==> config.mk <==
export PLATFORM = sky130hd
export DESIGN_NAME = masked_share_compress
export DESIGN_NICKNAME = d
export VERILOG_FILES = /design/src/rtl/masked_share_compress.sv
export SDC_FILE = /design/constraint.sdc
export NUM_CORES = 1
export LEC_CHECK = 0
export CORE_MARGIN = 2
export CORE_UTILIZATION = 45
export DETAILED_ROUTE_END_ITERATION = 7
export PLACE_DENSITY = 0.81
export SLEW_MARGIN = 5
export SYNTH_ARGS = -nofsm -noshare
export SYNTH_HDL_FRONTEND = slang
export SYNTH_SLANG_ARGS = --single-unit
==> constraint.sdc <==
create_clock -name clk -period 1.6 [get_ports clk]
set_clock_uncertainty 0.05 [all_clocks]
set_input_delay 0.16 -clock clk [delete_from_list [all_inputs] [get_ports clk]]
set_output_delay 0.16 -clock clk [all_outputs]
set_load 0.005 [all_outputs]
==> src/rtl/masked_share_compress.sv <==
`default_nettype none
// ============================================================================
// Module      : masked_share_compress
// Description : Two-stage compression of cross-share terms for a 3-share
//               masked multiplier. Stage 1 registers the raw terms as a
//               glitch barrier; stage 2 XOR-compresses the nine terms of each
//               coordinate into three output shares. A 32-bit Galois LFSR
//               supplies fresh refresh bits and advances once per accepted
//               vector.
// Ports       : clk, rst_n (async, active-low)
//               in_valid / in_ready / in_terms [9*NCOORD]  - term vector input
//               rand_out [3*NCOORD]                       - refresh bits
//               seed_load / seed [32]                     - LFSR reseed
//               out_valid / out_ready                     - output handshake
//               out_share1..3 [NCOORD]                    - compressed shares
// Revision    : 1.0 - initial release
// ============================================================================
module masked_share_compress #(
    parameter int          NCOORD    = 4,
    parameter logic [31:0] LFSR_SEED = 32'hACE1_2468
) (
    input  logic                  clk,
    input  logic                  rst_n,
    input  logic                  in_valid,
    output logic                  in_ready,
    input  logic [9*NCOORD-1:0]   in_terms,
    output logic [3*NCOORD-1:0]   rand_out,
    input  logic                  seed_load,
    input  logic [31:0]           seed,
    output logic                  out_valid,
    input  logic                  out_ready,
    output logic [NCOORD-1:0]     out_share1,
    output logic [NCOORD-1:0]     out_share2,
    output logic [NCOORD-1:0]     out_share3
);

    // Right-shifting Galois taps for x^32 + x^22 + x^2 + x + 1
    // (exponent e maps to bit e-1).
    localparam logic [31:0] c_lfsr_taps = 32'h8020_0003;

    logic                 s1_valid_q, s1_valid_d;
    logic [9*NCOORD-1:0]  s1_terms_q, s1_terms_d;
    logic                 out_valid_q, out_valid_d;
    logic [NCOORD-1:0]    share1_q, share1_d;
    logic [NCOORD-1:0]    share2_q, share2_d;
    logic [NCOORD-1:0]    share3_q, share3_d;
    logic [31:0]          lfsr_q, lfsr_d;

    logic                 w_accept;
    logic                 w_s2_load;
    logic [NCOORD-1:0]    w_cmp1, w_cmp2, w_cmp3;

    // Stage 2 may load when stage 1 holds data and the output register is
    // either empty or being drained this cycle.
    assign w_s2_load = s1_valid_q && (!out_valid_q || out_ready);
    assign in_ready  = !s1_valid_q || w_s2_load;
    assign w_accept  = in_valid && in_ready;

    // Compression reads stage-1 flops only, so no input glitch can combine
    // shares of the same secret.
    generate
        for (genvar k = 0; k < NCOORD; k++) begin : g_coord
            assign w_cmp1[k] = ^s1_terms_q[9*k+0 +: 3];
            assign w_cmp2[k] = ^s1_terms_q[9*k+3 +: 3];
            assign w_cmp3[k] = ^s1_terms_q[9*k+6 +: 3];
        end
    endgenerate

    always_comb begin
        s1_valid_d  = s1_valid_q;
        s1_terms_d  = s1_terms_q;
        out_valid_d = out_valid_q;
        share1_d    = share1_q;
        share2_d    = share2_q;
        share3_d    = share3_q;
        lfsr_d      = lfsr_q;

        if (w_accept) begin
            s1_valid_d = 1'b1;
            s1_terms_d = in_terms;
        end else if (w_s2_load) begin
            s1_valid_d = 1'b0;
        end

        if (w_s2_load) begin
            out_valid_d = 1'b1;
            share1_d    = w_cmp1;
            share2_d    = w_cmp2;
            share3_d    = w_cmp3;
        end else if (out_ready) begin
            out_valid_d = 1'b0;
        end

        // Reseed wins over the per-acceptance step; a zero seed would lock
        // the LFSR, so it is replaced by the default seed.
        if (seed_load) begin
            lfsr_d = (seed == 32'h0) ? LFSR_SEED : seed;
        end else if (w_accept) begin
            lfsr_d = (lfsr_q >> 1) ^ (lfsr_q[0] ? c_lfsr_taps : 32'h0);
        end
    end

    always_ff @(posedge clk or negedge rst_n) begin
        if (!rst_n) begin
            s1_valid_q  <= 1'b0;
            s1_terms_q  <= '0;
            out_valid_q <= 1'b0;
            share1_q    <= '0;
            share2_q    <= '0;
            share3_q    <= '0;
            lfsr_q      <= LFSR_SEED;
        end else begin
            s1_valid_q  <= s1_valid_d;
            s1_terms_q  <= s1_terms_d;
            out_valid_q <= out_valid_d;
            share1_q    <= share1_d;
            share2_q    <= share2_d;
            share3_q    <= share3_d;
            lfsr_q      <= lfsr_d;
        end
    end

    assign rand_out   = lfsr_q[3*NCOORD-1:0];
    assign out_valid  = out_valid_q;
    assign out_share1 = share1_q;
    assign out_share2 = share2_q;
    assign out_share3 = share3_q;

endmodule
`default_nettype wire

==> results.md <==
- The worst slew slack as a fraction of its limit is 70.1%.
- The number of antenna violations at the first check in global routing was 0.
- The synthesized area per cell is 11.7 sq um.
- Relative to the synthesized area, the layout overhead comes to 35.7%.
- Setup violations remaining at the end of the flow were counted as 0.
- The run finished with clean final reports.
- The post-synthesis cell type count is 28.
- At the pin with the least slew margin, the transition time is 0.444 ns.
- The placed cell count is 518.
- The sequential-to-total area share from yosys stat is 54.1%.
- In the layout the commonest cells are sky130_fd_sc_hd__clkdlybuf4s50_1, sky130_fd_sc_hd__dfrtp_1, sky130_fd_sc_hd__mux2_2, sky130_fd_sc_hd__nand2_1, sky130_fd_sc_hd__o21ai_0.
- TritonCTS created 9 clock buffers.
- The floorplan step set the die width to 96.2 microns.
- STA classifies the critical path startpoint as a flop.
- The synthesized net count is 399.
- The final-report hold violation count is 0.
- For this design the ratio of total power to cell area is 1030 mW/mm^2.
- The post-layout instance count excluding filler cells is 542.
- The clock slew at the register clock pins of the worst setup and hold paths is 0.08 ns.
- The cell at the slowest stage of the critical path is sky130_fd_sc_hd__dfrtp_1.
- Of all flip-flops after synthesis, the portion carrying an async set or reset was 100%.
- The clock period could shrink to 1.53 ns.
- The final max-slew violation count was 0.
- The placer congestion estimate is 0.767.
- The most common cell after layout, fill and taps aside is sky130_fd_sc_hd__clkdlybuf4s50_1.
- The tree is rooted in a sky130_fd_sc_hd__clkbuf_8.
- The worst min-delay path class is in2reg.
- Across all hold checks on the routed design, the worst slack comes to 0.211 ns.
- The startpoint identified for the worst register-to-register timing path is s1_valid_q.
- The number of levels in the clock H-tree is 3.
- The maximum root-to-sink buffer count is 2.
- Global routing finished with a remaining overflow of 0.
- For this design the static power due to leakage is 0.00222 uW.
- For this run, design rule violations remaining after detail routing come to 0.
- The die covers 0.00926 sq mm.
- The total wire length after detailed routing is 8.09 mm.
- The top achievable clock speed is 654 MHz.
- In the final routed layout, each cell accounts on average for 14.9 microns.
- In this run, synthesis produced a sequential element count of 82.
- The CTS tree is done.
- Setup repair after global routing left no endpoint under its margin.
- After layout, the worst path uses 95.5% of the clock period.
- Yosys mapped a number of flops with a built-in enable equal to 0.
- The first TritonRoute pass finished after 4 iterations.
- The via count of the first global-routing pass is 2882.
- The instance area after placement is 0.00495 sq mm.
- In this run the biggest area consumer among cell types represents 45.1% of the synthesized area.
- The number of fill cells is 648.
- The initial utilization of the core area, before any placement, comes to 46.6%.
- The HPWL reported at the end of detailed placement is 5.99 mm.
- The area of the core is 0.00822 sq mm.
- The total number of vias is 2793.
- The floorplan row count is 33.
- The TritonCTS sink count is 82.
- The post-synthesis cell type with the largest combined area is sky130_fd_sc_hd__dfrtp_1.
- The first-pass GRT wire length is 13.1 mm.
- The worst setup path is captured at a flop.
- STA puts the critical path data required time at 1.78 ns.
- In the routed layout, each cell is associated on average with a via count of 5.15.
- The kind of critical path is reg2reg.
- The ratio of cells with drive above 1 in the final layout is 22.9%.
- The total buffers and inverters traversed by the critical path is 2.
- The prevailing post-synth register cell is sky130_fd_sc_hd__dfrtp_1.
- Counting every instance in the synthesized netlist gives 326.
- The maximum vdd ir drop is 0.402 mV.
- The largest delay contributor family on the critical path is flip-flops.
- The tool flagged a number of max-cap violations equal to 0.
- During placement, the flow inserted port buffers numbering 98.
- The first routing iteration left 51 violations.
- Measured along the y axis, the die boundary spans 96.2 microns.
- The critical path arrival is 1.71 ns.
- The insertion delay of the later-clocked pin in the worst-skew pair is 0.35 ns.
- The worst setup path startpoint is s1_valid_q.
- For this run, the number of Yosys warnings is 0.
- Walking the worst path, the cells encountered are nand3b_4, buf_4, nand2_4, buf_12, mux2_2.
- The summed instance area of the synthesized netlist is 0.00383 sq mm.
- The top-level I/O count is 99.
- Along the worst path, the maximum fanout reaches 22.
- Overall power consumption after layout is estimated at 5370 uW.
- The maximum cell stage delay along the critical path is 0.41 ns.
- After routing the design area is 0.00519 sq mm.
- The maximum number of pins on one net before global-route repair is 39.
- The critical hold path startpoint is seed_load.
- The antenna diode count is 0.
- After synthesis, the cell types taking the most area are sky130_fd_sc_hd__dfrtp_1, sky130_fd_sc_hd__mux2_2, sky130_fd_sc_hd__dfstp_2, sky130_fd_sc_hd__mux2i_1, sky130_fd_sc_hd__o21ai_0.
- Global routing used 18.6% of the available tracks across all layers.
- The count of nets left with antenna violations once routing finished came out at 0.
- In the final design database the tool counted 505 nets.
-- what timing repair did --
| action | 4_1_cts | 5_1_grt |
|---|---|---|
| hold buffers | 1 | 0 |
| setup endpoints to repair | 14 | 15 |
| resized for setup | 8 | 0 |
| endpoints found under the hold margin | 24 | 0 |
| gates cloned | 0 | 0 |
| setup buffers | 5 | 2 |
-- registers in the layout, indices dropped and copies added (netlist names) --
signal	flops
lfsr_q	32
out_share1	4
out_share2	4
out_share3	4
out_valid	1
s1_terms_q	36
s1_valid_q	1
-- power breakdown --
part / internal, uW / switching (uW) / total, uW
Clock: 604 / 711 / 1320
Combinational: 869 / 517 / 1390
Sequential: 2450 / 219 / 2670
Total: 3920 / 1450 / 5370
-- worst register-to-register path: cells and delay by family (launching register included) --
family                 cells  cell delay, ns
flip-flops                 1            0.41
multiplexers               1            0.37
AND/OR/NAND/NOR            2            0.22
buffers and inverters      2            0.36
-- kinds of logic after synthesis --
family | share of synthesized area [%]
buf+inv | 6.05
mux | 15.6
simple gates | 6.77
xor+xnor | 6.18
compound gates | 11.3
flops | 54.1
-- through the flow --
| stage | setup TNS (ns) | setup slack, ns | utilization (%) |
|---|---|---|---|
| 6_report | 0 | 0.0718 | 63.2 |
| 5_1_grt | 0 | 0.000518 | 63.2 |
| 4_1_cts | 0 | 0.0500 | 63.0 |
| 3_5_place_dp | -8.40 | -0.412 | 60.3 |
| 3_3_place_gp | -6.56 | -0.346 | 60.3 |
| 2_1_floorplan | 0 | 0.213 | - |
-- synthesized netlist by cell type, drive strengths merged (13+ instances only) --
master / number
xor2: 15
buf: 22
dfrtp: 69
nand2: 33
mux2: 37
dfstp: 13
mux2i: 18
o21ai: 31
-- path summary, 6_finish.rpt --
path                                  to  slack, ns  cells after the start
max                        s1_terms_q[8]       0.07                      5
min                           lfsr_q[21]       0.21                      2
max reg2reg                s1_terms_q[8]       0.07                      5
min reg2reg                out_share3[3]       0.43                      2
max in group asynchronous     lfsr_q[13]       0.62                      3
min in group asynchronous  out_share1[3]       0.22                      2
-- cell type report --
class	count	area [sq um]	area share [%]
flip-flops and latches	82	2070	39.8
clock inverters	4	27.5	0.530
inverters	12	45.0	0.867
well taps	105	131	2.53
clock buffers	12	145	2.80
multi-input cells	200	1530	29.5
repair buffers	127	1240	23.9
-- routing by layer --
layer	track usage, %	up-vias	share of wire, %
li1	-	1345	-
met1	24.0	1339	43
met2	31.7	100	49
met3	3.29	9	7.0
met4	6.07	0	1.2
met5	0	-	0
Power figures use the tool's default switching activity.
